**config.mk**
```make
export PLATFORM = sky130hd
export DESIGN_NAME = alu_addsub_pipe_flat
export DESIGN_NICKNAME = d
export VERILOG_FILES = /design/src/rtl/alu_pkg.sv /design/src/rtl/alu_addsub_pipe_if.sv /design/src/rtl/adder.sv /design/src/rtl/alu_addsub_pipe.sv /design/src/flat_wrapper.sv
export SDC_FILE = /design/constraint.sdc
export NUM_CORES = 1
export LEC_CHECK = 0
export BUFFER_PORTS_ARGS = -buffer_cell sky130_fd_sc_hd__buf_4
export CAP_MARGIN = 10
export CORE_ASPECT_RATIO = 0.7
export CORE_MARGIN = 2
export CORE_UTILIZATION = 42
export CTS_BUF_LIST = sky130_fd_sc_hd__clkbuf_4 sky130_fd_sc_hd__clkbuf_8
export DETAILED_ROUTE_END_ITERATION = 10
export HOLD_SLACK_MARGIN = 0.15
export PLACE_DENSITY = 0.66
export SLEW_MARGIN = 30
export SYNTH_ARGS = -nofsm -noshare
export SYNTH_HDL_FRONTEND = slang
export SYNTH_HIERARCHICAL = 1
export SYNTH_SLANG_ARGS = --single-unit
```
**constraint.sdc**
```tcl
create_clock -name i_clk -period 4.4 [get_ports i_clk]
set_input_delay 0.44 -clock i_clk [delete_from_list [all_inputs] [get_ports i_clk]]
set_output_delay 0.44 -clock i_clk [all_outputs]
set_load 0.03 [all_outputs]
```
**src/rtl/alu_pkg.sv**
```systemverilog
// -----------------------------------------------------------------------------
// alu_pkg
//   Shared constants for the ALU execute stages.
//   ALU_OP_ADD / ALU_OP_SUB : encoding of the 1-bit operation select.
//   ALU_DEFAULT_WIDTH       : default datapath width in bits.
// -----------------------------------------------------------------------------
package alu_pkg;

    localparam logic ALU_OP_ADD        = 1'b0;
    localparam logic ALU_OP_SUB        = 1'b1;
    localparam int   ALU_DEFAULT_WIDTH = 32;

endpackage : alu_pkg

```
**src/rtl/alu_addsub_pipe_if.sv**
```systemverilog
// -----------------------------------------------------------------------------
// alu_addsub_pipe_if
//   Operand and result channels of the add/subtract pipeline.
//   Ports (all carried as interface signals):
//     i_valid, o_ready, i_a, i_b, i_op         : operand channel (upstream)
//     o_valid, i_ready, o_result, o_cout,
//     o_zero, o_neg, o_ovf                     : result channel (downstream)
//   Modports: slave  = pipeline side, master = producer/consumer side.
//
//   Handshake: a transfer happens on a rising edge where valid && ready are
//   both high. A sender holding valid high keeps its payload stable until the
//   transfer; ready may depend on registered state and the other channel's
//   ready, but never on the same channel's valid.
// -----------------------------------------------------------------------------
interface alu_addsub_pipe_if
    import alu_pkg::*;
#(
    parameter int WIDTH = ALU_DEFAULT_WIDTH
);

    // operand channel
    logic             i_valid;
    logic             o_ready;
    logic [WIDTH-1:0] i_a;
    logic [WIDTH-1:0] i_b;
    logic             i_op;

    // result channel
    logic             o_valid;
    logic             i_ready;
    logic [WIDTH-1:0] o_result;
    logic             o_cout;
    logic             o_zero;
    logic             o_neg;
    logic             o_ovf;

    modport slave (
        input  i_valid, i_a, i_b, i_op, i_ready,
        output o_ready, o_valid, o_result, o_cout, o_zero, o_neg, o_ovf
    );

    modport master (
        output i_valid, i_a, i_b, i_op, i_ready,
        input  o_ready, o_valid, o_result, o_cout, o_zero, o_neg, o_ovf
    );

endinterface : alu_addsub_pipe_if

```
**src/rtl/adder.sv**
```systemverilog
// -----------------------------------------------------------------------------
// adder
//   Combinational WIDTH-bit adder with carry in/out.
//   i_a, i_b  : addends
//   i_cin     : carry in
//   o_result  : i_a + i_b + i_cin modulo 2^WIDTH
//   o_cout    : carry out of the MSB
// -----------------------------------------------------------------------------
module adder #(
    parameter int WIDTH = 32
) (
    input  logic [WIDTH-1:0] i_a,
    input  logic [WIDTH-1:0] i_b,
    input  logic             i_cin,
    output logic [WIDTH-1:0] o_result,
    output logic             o_cout
);

    assign {o_cout, o_result} = {1'b0, i_a} + {1'b0, i_b} + {{WIDTH{1'b0}}, i_cin};

endmodule : adder

```
**src/rtl/alu_addsub_pipe.sv**
```systemverilog
// -----------------------------------------------------------------------------
// alu_addsub_pipe
//   Two-stage pipelined add/subtract execute stage.
//   S1 registers the adder inputs (B inverted and carry-in set for subtract),
//   a single adder sits between S1 and S2, and S2 registers the result plus
//   carry, zero, negative and signed-overflow flags. One op per cycle when
//   the consumer does not stall.
//
//   Ports:
//     i_clk    : clock, rising edge
//     i_rst_n  : synchronous active-low reset
//     bus      : alu_addsub_pipe_if.slave (operand and result channels)
//
//   Build option:
//     ALU_ADDSUB_SAT_EN : when defined, an overflowing result saturates to the
//                         most positive / most negative value; o_ovf still
//                         reports 1 and o_cout stays the raw carry.
// -----------------------------------------------------------------------------
module alu_addsub_pipe
    import alu_pkg::*;
#(
    parameter int WIDTH = ALU_DEFAULT_WIDTH
) (
    input  logic               i_clk,
    input  logic               i_rst_n,
    alu_addsub_pipe_if.slave   bus
);

    localparam int MSB = WIDTH - 1;

    // ---------------- stage registers ----------------
    logic             s1_valid_q, s1_valid_d;
    logic [WIDTH-1:0] s1_a_q,     s1_a_d;
    logic [WIDTH-1:0] s1_b_q,     s1_b_d;
    logic             s1_cin_q,   s1_cin_d;

    logic             s2_valid_q,  s2_valid_d;
    logic [WIDTH-1:0] s2_result_q, s2_result_d;
    logic             s2_cout_q,   s2_cout_d;
    logic             s2_zero_q,   s2_zero_d;
    logic             s2_neg_q,    s2_neg_d;
    logic             s2_ovf_q,    s2_ovf_d;

    // ---------------- handshake ----------------
    logic s2_adv;
    logic accept;

    // S2 can take S1's op if it is empty or being drained this edge.
    assign s2_adv = s1_valid_q && (!s2_valid_q || bus.i_ready);
    // Built only from registered state and i_ready, never from i_valid.
    assign bus.o_ready = !s1_valid_q || s2_adv;
    assign accept      = bus.i_valid && bus.o_ready;

    // ---------------- adder between S1 and S2 ----------------
    logic [WIDTH-1:0] sum;
    logic             cout;
    logic             ovf;
    logic [WIDTH-1:0] final_result;

    adder #(.WIDTH(WIDTH)) u_adder (
        .i_a      (s1_a_q),
        .i_b      (s1_b_q),
        .i_cin    (s1_cin_q),
        .o_result (sum),
        .o_cout   (cout)
    );

    // Same-sign inputs (after the B inversion) producing a different-sign sum.
    assign ovf = (s1_a_q[MSB] == s1_b_q[MSB]) && (sum[MSB] != s1_a_q[MSB]);

`ifdef ALU_ADDSUB_SAT_EN
    localparam logic [WIDTH-1:0] MAX_POS = {1'b0, {(WIDTH-1){1'b1}}};
    localparam logic [WIDTH-1:0] MAX_NEG = {1'b1, {(WIDTH-1){1'b0}}};

    // On overflow the sign of A gives the direction of the true result.
    always_comb begin
        final_result = sum;
        if (ovf) begin
            final_result = s1_a_q[MSB] ? MAX_NEG : MAX_POS;
        end
    end
`else
    assign final_result = sum;
`endif

    // ---------------- next state ----------------
    always_comb begin
        s1_valid_d = s1_valid_q;
        s1_a_d     = s1_a_q;
        s1_b_d     = s1_b_q;
        s1_cin_d   = s1_cin_q;

        if (accept) begin
            s1_valid_d = 1'b1;
            s1_a_d     = bus.i_a;
            s1_b_d     = (bus.i_op == ALU_OP_SUB) ? ~bus.i_b : bus.i_b;
            s1_cin_d   = (bus.i_op == ALU_OP_SUB);
        end else if (s2_adv) begin
            s1_valid_d = 1'b0;
        end
    end

    always_comb begin
        s2_valid_d  = s2_valid_q;
        s2_result_d = s2_result_q;
        s2_cout_d   = s2_cout_q;
        s2_zero_d   = s2_zero_q;
        s2_neg_d    = s2_neg_q;
        s2_ovf_d    = s2_ovf_q;

        if (s2_adv) begin
            s2_valid_d  = 1'b1;
            s2_result_d = final_result;
            s2_cout_d   = cout;
            s2_zero_d   = (final_result == '0);
            s2_neg_d    = final_result[MSB];
            s2_ovf_d    = ovf;
        end else if (bus.i_ready) begin
            s2_valid_d  = 1'b0;
        end
    end

    // ---------------- registers ----------------
    always_ff @(posedge i_clk) begin
        if (!i_rst_n) begin
            s1_valid_q  <= 1'b0;
            s1_a_q      <= '0;
            s1_b_q      <= '0;
            s1_cin_q    <= 1'b0;
            s2_valid_q  <= 1'b0;
            s2_result_q <= '0;
            s2_cout_q   <= 1'b0;
            s2_zero_q   <= 1'b0;
            s2_neg_q    <= 1'b0;
            s2_ovf_q    <= 1'b0;
        end else begin
            s1_valid_q  <= s1_valid_d;
            s1_a_q      <= s1_a_d;
            s1_b_q      <= s1_b_d;
            s1_cin_q    <= s1_cin_d;
            s2_valid_q  <= s2_valid_d;
            s2_result_q <= s2_result_d;
            s2_cout_q   <= s2_cout_d;
            s2_zero_q   <= s2_zero_d;
            s2_neg_q    <= s2_neg_d;
            s2_ovf_q    <= s2_ovf_d;
        end
    end

    // ---------------- outputs ----------------
    assign bus.o_valid  = s2_valid_q;
    assign bus.o_result = s2_result_q;
    assign bus.o_cout   = s2_cout_q;
    assign bus.o_zero   = s2_zero_q;
    assign bus.o_neg    = s2_neg_q;
    assign bus.o_ovf    = s2_ovf_q;

endmodule : alu_addsub_pipe

```
**src/flat_wrapper.sv**
```systemverilog
// flat-port wrapper written by rule: the top's interface ports become plain ports
module alu_addsub_pipe_flat import alu_pkg::*;
#(
    parameter int WIDTH = ALU_DEFAULT_WIDTH
)
  (i_clk, i_rst_n, bus_i_valid, bus_i_a, bus_i_b, bus_i_op, bus_i_ready, bus_o_ready, bus_o_valid, bus_o_result, bus_o_cout, bus_o_zero, bus_o_neg, bus_o_ovf);
  alu_addsub_pipe_if #(.WIDTH(WIDTH)) bus_i ();
  input  logic i_clk;
  input  logic i_rst_n;
  input wire logic [$bits(bus_i.i_valid)-1:0] bus_i_valid;
  input wire logic [$bits(bus_i.i_a)-1:0] bus_i_a;
  input wire logic [$bits(bus_i.i_b)-1:0] bus_i_b;
  input wire logic [$bits(bus_i.i_op)-1:0] bus_i_op;
  input wire logic [$bits(bus_i.i_ready)-1:0] bus_i_ready;
  output wire logic [$bits(bus_i.o_ready)-1:0] bus_o_ready;
  output wire logic [$bits(bus_i.o_valid)-1:0] bus_o_valid;
  output wire logic [$bits(bus_i.o_result)-1:0] bus_o_result;
  output wire logic [$bits(bus_i.o_cout)-1:0] bus_o_cout;
  output wire logic [$bits(bus_i.o_zero)-1:0] bus_o_zero;
  output wire logic [$bits(bus_i.o_neg)-1:0] bus_o_neg;
  output wire logic [$bits(bus_i.o_ovf)-1:0] bus_o_ovf;
  assign bus_i.i_valid = bus_i_valid;
  assign bus_i.i_a = bus_i_a;
  assign bus_i.i_b = bus_i_b;
  assign bus_i.i_op = bus_i_op;
  assign bus_i.i_ready = bus_i_ready;
  assign bus_o_ready = bus_i.o_ready;
  assign bus_o_valid = bus_i.o_valid;
  assign bus_o_result = bus_i.o_result;
  assign bus_o_cout = bus_i.o_cout;
  assign bus_o_zero = bus_i.o_zero;
  assign bus_o_neg = bus_i.o_neg;
  assign bus_o_ovf = bus_i.o_ovf;
  alu_addsub_pipe #(.WIDTH(WIDTH)) u_core (.i_clk(i_clk), .i_rst_n(i_rst_n), .bus(bus_i));
endmodule
```
After elaboration in Yosys (flattened, before gate mapping)
Index checks and enable logic that the tools add are counted.

Add/sub/neg operators: 2. Equality and inequality tests: 2. Muxes and demuxes: 5. Bitwise operators: 1. Reductions and logical operators: 10.

Operator list (count): $add A32 B32 Y33 (1); $add A33 B1 Y33 (1); $logic_not A32 Y1 (1); $mux W32 (1); $not A32 Y32 (1); $mux W1 (4); $reduce_bool A2 Y1 (2); $logic_and A1 B1 Y1 (3); $logic_not A1 Y1 (2); $logic_or A1 B1 Y1 (2); $eq A1 B1 Y1 (1); $ne A1 B1 Y1 (1).

Register bits: 103. Input bits: 69. Output and inout bits: 38. Word-level logic and storage cells: 30.

Logic depth before layout (Yosys ltp)
Gate-level depths: netlist of run 1.

Word-level depth: 6. Gate-level depth with buffers: 13. Depth with buffers taken out: 13.

By module
The synthesis of run 1 kept the hierarchy.

Modules (own cells, without submodules): alu_addsub_pipe (instances 1, cells an instance 460, area each 4077.7 sq um, seq. area each 2042.0 sq um); adder (instances 1, cells an instance 245, area each 1739.2 sq um, seq. area each 0.0 sq um).

Least setup slack after synthesis of run 1
No wires, ideal clock.

Path type: register to register. From: reg u_core.s1_a_q[0]. To: reg u_core.s2_zero_q, in the netlist u_core/bus.o_zero. Setup time: 0.069 ns. Data arrival time: 3.323 ns. Required time: 4.331 ns. Slack: 1.009 ns. Stages on the path, launching flop included: 14. Buffers on the path: 0. Clock period less this slack: 3.391 ns. Cells stage by stage: dfxtp_1 fa_1 fa_1 a21o_1 a221oi_2 o31ai_2 a21o_1 a21oi_2 a21oi_1 xor2_1 nor4b_1 nand4_1 or4_1 o21ai_1.

Longest elaborated chain between the ends: 3.

RTL lines: start: declaration (line alu_addsub_pipe.sv:33) `logic [WIDTH-1:0] s1_a_q, s1_a_d;`; start signal: assignment (line alu_addsub_pipe.sv:127) `s1_a_q <= '0;`; start signal: assignment (line alu_addsub_pipe.sv:138) `s1_a_q <= s1_a_d;`; $add A32 B32 Y33 (line adder.sv:19) `assign {o_cout, o_result} = {1'b0, i_a} + {1'b0, i_b} + {{WIDTH{1'b0}}, i_cin};`; $add A33 B1 Y33 (line adder.sv:19); named net u_core.final_result[28] (line alu_addsub_pipe.sv:58) `logic [WIDTH-1:0] final_result;`; $logic_not A32 Y1 (line alu_addsub_pipe.sv:115) `s2_zero_d = (final_result == '0);`; end signal: assignment (line alu_addsub_pipe.sv:144) `s2_zero_q <= s2_zero_d;`; end: declaration (line alu_addsub_pipe.sv:40) `logic s2_zero_q, s2_zero_d;`.

The timed path passes the listed nets, and every way through them passes these cells. A chain may end at the register's enable or synchronous reset.

Final worst setup path of run 1
Same ends and word-level chain as after synthesis.

==> Flow_metrics.wiki, run 1 <==
{| class="wikitable"
! Metric !! Value
|-
| Slowest stage cell, crit path || sky130_fd_sc_hd__fa_1
|-
| Hold endpoint || u_core/s1_a_q[5]
|-
| Top Ports || 107
|-
| RePlAce Congestion || 0.903
|-
| Clock slew at reported path FFs || 0.10 ns
|-
| Overall via count from detail_route || 5,210
|-
| FF-to-FF Start || u_core/s1_a_q[0]
|-
| Total routing usage reported by global routing || 21.2%
|-
| Number of cells on the worst hold path || 3
|-
| Run status || finished clean
|-
| Most common cell after layout, fill and taps aside || sky130_fd_sc_hd__nand2_1
|-
| Share of synthesized cell area in full adder, half adder and majority cells || 7.36%
|-
| Max IR drop VDD || 0.175 mV
|-
| Post-route design area || 6860 um2
|-
| Post-CTS sizing || 0
|-
| Clock latency on the worst-skew pair || 0.38 ns
|-
| Initial antenna violation count || 0
|-
| Number of cell rows || 35
|-
| Number of synthesized flops with an enable pin || 0
|-
| Crit. End Element || register
|-
| Largest net degree at the start of global routing || 104
|-
| Root buffer cell || sky130_fd_sc_hd__clkbuf_8
|-
| Reg-to-reg critical path endpoint || u_core/bus.o_zero
|-
| Residual DRC || 0
|-
| Static power due to leakage || 0.00327 uW
|-
| Port Buffers || 106
|-
| Arrival time at the worst endpoint || 4.17 ns
|-
| Xor-xnor portion of the synthesized cell area || 8.88%
|-
| Register area share after synthesis || 35.1%
|-
| Launch instance of the worst min-delay path || bus_i_a[5]
|-
| Area of placed instances || 6670 um2
|-
| Kind of critical path || reg2reg
|-
| Number of setup violations in the final report || 0
|-
| Worst hold-check slack || 0.314 ns
|-
| Share of synthesized area spent on multiplexers || 0.172%
|-
| Die footprint || 14,800 um2
|-
| CP Cell Sequence || fa_1 > fa_1 > a21o_1 > a221oi_2 > o31ai_2 > a21o_1 > a21oi_2 > a21oi_1 > xor2_1 > nor4b_1 > nand4_1 > or4_1 > o21ai_1
|-
| Die Span Y || 102 um
|-
| Vias in the first global route || 4,668
|-
| Number of sinks on the clock net || 102
|-
| Wire per inst || 16.2 um
|-
| Data required time at the worst endpoint || 4.71 ns
|-
| Clock tree skew after final layout || 0.00989 ns
|-
| Power density over the cells || 312 nW/um2
|-
| Clock buffer depth || 2
|-
| Fraction of synthesis flops using an asynchronous set or reset pin || 0%
|-
| Most instantiated flip-flop cell in the synthesis netlist || sky130_fd_sc_hd__dfxtp_1
|-
| Startpoint type of the worst setup path || register
|-
| Number of nets in the finished design || 877
|-
| Number of DRC violations after detailed-routing iteration 0 || 386
|-
| Number of diodes added for antenna fixing || 0
|-
| 1st-pass router iterations || 7
|-
| Cell count of the worst reg-to-reg path || 13
|-
| Setup repair after global routing missed its margin || no
|-
| Slew at the pin closest to its max-slew limit || 0.862 ns
|-
| Routed wire length || 15,600 um
|-
| Post-CTS Repair Setup Buffers || 0
|-
| Rel. slew slack || 42.6%
|-
| Global-route wire length before repair || 24,300 um
|-
| Commonest non-fill, non-tap cells in the layout || sky130_fd_sc_hd__nand2_1, sky130_fd_sc_hd__buf_4, sky130_fd_sc_hd__dfxtp_1
|-
| Synthesized netlist net count || 807
|-
| Final Slew Violations || 0
|-
| Shortest clock period the worst path allows after layout || 3.86 ns
|-
| Post-Syn Area per Cell || 8.25 um2
|-
| Mapped Area || 5820 um2
|-
| Global-route congestion overflow total || 0
|-
| Synth cell types || 53
|-
| H-Tree Depth || 3
|-
| Starting density of the core || 43.6%
|-
| TritonCTS clock tree || built
|-
| CTS Hold Bufs || 0
|-
| Drt via density || 5.40
|-
| Largest family of logic cells by synthesized area || compound AO/OA/AOI/OAI gates
|-
| Post-synthesis share of cell area spent on and, or, nand and nor gates || 18.0%
|-
| Max Clk Rate || 259 MHz
|-
| Sum of negative setup slack || 0 ns
|-
| Instance count of the mapped netlist || 705
|-
| Synth Register Bits || 102
|-
| Stage delay of the slowest cell on the critical path || 0.49 ns
|-
| Signed area change from the synthesized netlist to the final layout || 17.9%
|-
| Count of endpoints failing hold in the final timing report || 0
|-
| Tcrit/Tclk final || 87.7%
|-
| Count of maximum capacitance violations || 0
|-
| HPWL after DPL || 12,100 um
|-
| Worst min path class || in2reg
|-
| Largest fanout on the critical path || 3
|-
| DIE WIDTH || 145 um
|-
| R2R setup slack || 0.54 ns
|-
| Post-DRT Antenna Nets || 0
|-
| Ratio of cells with drive above 1 in the final layout || 17.3%
|-
| Complex-gate fraction of the synthesized area || 26.6%
|-
| Yosys synthesis warning count || 6
|-
| CTS Buf Count || 9
|-
| Total core area || 13,400 um2
|}
-- report_power, final --
| group | internal, uW | leakage [uW] | switching [uW] |
|---|---|---|---|
| Clock | 230 | 0.0000950 | 342 |
| Sequential | 983 | 0.000839 | 43.5 |
| Combinational | 223 | 0.00234 | 315 |
| Total | 1440 | 0.00327 | 700 |
-- synthesized netlist by cell type (all sizes together), types with 2 or more instances --
library cell / number / share of area (%)
nor2: 13 / 0.84
a31oi: 7 / 0.75
xnor2: 46 / 6.9
o21ai: 18 / 1.5
buf: 10 / 0.90
a221o: 2 / 0.34
a211oi: 3 / 0.39
and3: 3 / 0.32
nand3: 9 / 0.77
nor4: 7 / 0.75
or3: 3 / 0.32
nand3b: 2 / 0.26
nor3: 2 / 0.17
inv: 7 / 0.45
dfxtp: 102 / 35
a21boi: 68 / 8.8
o21bai: 4 / 0.52
o211a: 34 / 5.9
o31ai: 4 / 0.60
and4: 2 / 0.30
xor2: 13 / 2.0
clkbuf: 39 / 2.5
a21oi: 31 / 2.8
ha: 31 / 6.7
o21a: 2 / 0.26
nand2b: 4 / 0.43
nand2: 187 / 12
o311a: 2 / 0.34
nand4: 6 / 0.65
a221oi: 2 / 0.41
fa: 2 / 0.69
or4: 2 / 0.26
a21o: 23 / 3.0
and2: 2 / 0.22
-- worst max-delay path, delay by kind of cell (launching register included) --
kind	cells	cell delay (ns)
AO/OA/AOI/OAI	7	1.47
adder cells (fa/ha/maj)	2	0.94
AND/OR/NAND/NOR	3	0.84
flip-flops	1	0.34
XOR/XNOR	1	0.19
-- cell families (layout without fill, tap and decap cells) --
family,after synthesis,in the layout
AO/OA/AOI/OAI,207,207
XOR/XNOR,59,59
adder cells (fa/ha/maj),33,33
buffers and inverters,56,131
flip-flops,102,102
multiplexers,1,1
AND/OR/NAND/NOR,247,247
-- registers in the layout, indices dropped and copies added, names as in the netlist --
name and cells:
u_core/bus.o_ovf 1, u_core/s1_valid_q 1, u_core/s1_cin_q 1, u_core/s1_a_q 32, u_core/s1_b_q 32, u_core/bus.o_cout 1, u_core/bus.o_valid 1, u_core/bus.o_result 32
u_core/bus.o_zero 1
-- layout make-up --
type                       instances  area, um2
clock inverter                     6       53.8
tap                              185        231
sequential                       102       2040
multi-input combinational        547       3560
inverter                           7       26.3
fill                            1326       6500
timing repair buffer             108        811
clock buffer                      10        138
-- metrics by stage --
| stage | instances | total power [uW] | util (%) | setup slack (ns) |
|---|---|---|---|---|
| 6_report | 965 | 2140 | 51.3 | 0.540 |
| 5_1_grt | 965 | 2240 | 51.3 | 0.338 |
| 4_1_cts | 965 | 2150 | 51.3 | 0.568 |
| 3_5_place_dp | 949 | 1580 | 49.9 | 0.630 |
| 3_3_place_gp | 949 | 1570 | 49.9 | 0.693 |
| 2_1_floorplan | 705 | 1390 | - | 1.01 |
-- worst max-delay path by stage --
stage	start	to	slack [ns]
after floorplan	u_core/s1_a_q[0]	u_core/bus.o_zero	1.01
after global routing	u_core/s1_a_q[0]	u_core/bus.o_zero	0.34
final	u_core/s1_a_q[0]	u_core/bus.o_zero	0.54
after detailed placement	u_core/s1_a_q[0]	u_core/bus.o_zero	0.63
after CTS	u_core/s1_a_q[0]	u_core/bus.o_zero	0.57
after global placement	u_core/s1_a_q[0]	u_core/bus.o_zero	0.69
-- layer usage --
layer	up-vias	part of all wire [%]	global-route usage [%]
met1	2438	55	35.0
met3	11	6.0	3.05
li1	2593	-	-
met4	0	0.81	4.93
met5	-	0	0
met2	168	38	27.9
No activity file was read; power rests on OpenSTA's default activity.
==> run 2, diff against run 1 <==
Settings changed: CORE_UTILIZATION 42 to 40, PLACE_DENSITY 0.66 to 0.64.
==> run 2 against run 1 <==
Against the previous run: final area is 0.38% higher; die area is 4.8% higher; via count is 3.0% lower; sequential power hardly changed; clock skew is 0.0011 ns higher; maximum frequency is 1.9% higher; register-to-register slack better by 0.07 ns; critical path depth stayed put; clock power is 6.6% higher; critical path type unchanged; highest routed layer unchanged.
==> Flow_metrics.wiki, run 2 (synthesis gave the netlist of run 1 again) <==
{| class="wikitable"
! Metric !! Value
|-
| Root buffer cell || sky130_fd_sc_hd__clkbuf_8
|-
| Largest net degree at the start of global routing || 103
|-
| Post-CTS Repair Setup Buffers || 0
|-
| Total power draw || 2170 uW
|-
| Slowest stage cell, crit path || sky130_fd_sc_hd__fa_1
|-
| Die Span Y || 105 um
|-
| Count of endpoints failing hold in the final timing report || 0
|-
| Post-DRT Antenna Nets || 0
|-
| CP bufs+invs || 0
|-
| Run status || finished clean
|-
| Die footprint || 15,500 um2
|-
| Post-CTS sizing || 0
|-
| Port Buffers || 106
|-
| Vias in the first global route || 4,669
|-
| Rel. slew slack || 41.7%
|-
| CTS Buf Count || 9
|-
| Final Slew Violations || 0
|-
| Ratio of cells with drive above 1 in the final layout || 17.4%
|-
| Number of diodes added for antenna fixing || 0
|-
| Static power due to leakage || 0.00328 uW
|-
| Max Clk Rate || 264 MHz
|-
| Top Ports || 107
|-
| TritonCTS clock tree || built
|-
| DIE WIDTH || 148 um
|-
| Total core area || 14,100 um2
|-
| H-Tree Depth || 3
|-
| RePlAce Congestion || 0.848
|-
| Signed area change from the synthesized netlist to the final layout || 18.3%
|-
| Total routing usage reported by global routing || 20.1%
|-
| Power density over the cells || 316 nW/um2
|-
| Area of placed instances || 6680 um2
|-
| Tcrit/Tclk final || 86.1%
|-
| 1st-pass router iterations || 5
|-
| Crit. End Element || register
|-
| Startpoint type of the worst setup path || register
|-
| Most common cell after layout, fill and taps aside || sky130_fd_sc_hd__nand2_1
|-
| Number of sinks on the clock net || 102
|-
| Commonest non-fill, non-tap cells in the layout || sky130_fd_sc_hd__nand2_1, sky130_fd_sc_hd__buf_4, sky130_fd_sc_hd__dfxtp_1
|-
| Routed wire length || 15,400 um
|-
| Residual DRC || 0
|-
| Shortest clock period the worst path allows after layout || 3.79 ns
|-
| Max IR drop VDD || 0.129 mV
|-
| Arrival time at the worst endpoint || 4.12 ns
|-
| CTS Hold Bufs || 0
|-
| Clock buffer depth || 2
|-
| HPWL after DPL || 11,900 um
|-
| Largest fanout on the critical path || 3
|-
| Data required time at the worst endpoint || 4.73 ns
|-
| Number of DRC violations after detailed-routing iteration 0 || 321
|-
| Wire per inst || 15.8 um
|-
| Stage delay of the slowest cell on the critical path || 0.48 ns
|-
| Number of nets in the finished design || 878
|-
| Count of maximum capacitance violations || 0
|-
| Clock slew at reported path FFs || 0.10 ns
|-
| Initial antenna violation count || 0
|-
| Starting density of the core || 41.4%
|-
| Setup repair after global routing missed its margin || no
|-
| Worst min path class || in2reg
|-
| Kind of critical path || reg2reg
|-
| Number of setup violations in the final report || 0
|-
| Clock latency on the worst-skew pair || 0.39 ns
|-
| Global-route wire length before repair || 24,800 um
|-
| Category of cells accounting for the largest share of critical-path delay || compound AO/OA/AOI/OAI gates
|-
| Sum of negative setup slack || 0 ns
|-
| Global-route congestion overflow total || 0
|-
| Overall via count from detail_route || 5,056
|-
| Post-route design area || 6880 um2
|-
| Drt via density || 5.21
|-
| Number of cell rows || 36
|-
| CP Cell Sequence || fa_1 > fa_1 > a21o_1 > a221oi_2 > o31ai_2 > a21o_1 > a21oi_2 > a21oi_1 > xor2_1 > nor4b_1 > nand4_1 > or4_1 > o21ai_1
|-
| Slew at the pin closest to its max-slew limit || 0.874 ns
|-
| Clock tree skew after final layout || 0.0110 ns
|}
-- run 2: changes by cell type in the layout (fill, tap and decap cells not counted) --
cell	delta
sky130_fd_sc_hd__clkinv_4	-2
sky130_fd_sc_hd__buf_4	+1
sky130_fd_sc_hd__bufinv_16	+1
sky130_fd_sc_hd__clkbuf_4	+1
sky130_fd_sc_hd__clkinv_2	+1
sky130_fd_sc_hd__clkinvlp_4	+1
sky130_fd_sc_hd__inv_6	-1
sky130_fd_sc_hd__inv_8	-1
-- run 2: worst min-delay path: cells and delay by family --
kind	cells	cell delay [ns]
buf+inv	1	0.11
compound gates	1	0.06
simple gates	1	0.04
-- run 2: worst paths after layout --
kind	cells after the start	startpoint	slack [ns]	endpoint
worst min register to register	2	u_core/bus.o_result[25]	0.47	u_core/bus.o_result[25]
worst max-delay path	13	u_core/s1_a_q[0]	0.61	u_core/bus.o_zero
worst min-delay path	3	bus_i_a[6]	0.29	u_core/s1_a_q[6]
worst max register to register	13	u_core/s1_a_q[0]	0.61	u_core/bus.o_zero
-- run 2: cell type report --
cell class | instances | area (um2)
well taps | 190 | 238
repair buffers | 109 | 818
inverters | 7 | 26.3
flip-flops and latches | 102 | 2040
clock buffers | 11 | 145
clock inverters | 5 | 58.8
multi-input cells | 547 | 3560
fillers | 1400 | 7170
-- run 2: stage by stage --
step / instances / hold WS, ns / setup slack (ns) / util, %
6_report: 971 / 0.294 / 0.611 / 49.0
5_1_grt: 971 / 0.289 / 0.393 / 49.0
4_1_cts: 971 / 0.270 / 0.609 / 49.0
3_5_place_dp: 955 / 0.461 / 0.643 / 47.5
3_3_place_gp: 955 / 0.457 / 0.686 / 47.5
2_1_floorplan: 705 / 0.448 / 1.01 / -
-- run 2: per-layer routing --
layer,vias to the layer above,track usage [%],routed length (um),part of all wire [%]
met2,107,25.1,5640,37
met3,15,3.93,734,4.8
li1,2590,-,-,-
met5,-,0,0,0
met1,2344,33.2,8860,58
met4,0,5.99,160,1.0
-- run 2: power breakdown --
group          switching, uW  internal [uW]  total, uW  leakage (uW)
clock network            325            285        610     0.0000990
logic                    316            224        540       0.00234
registers               41.0            983       1020      0.000839
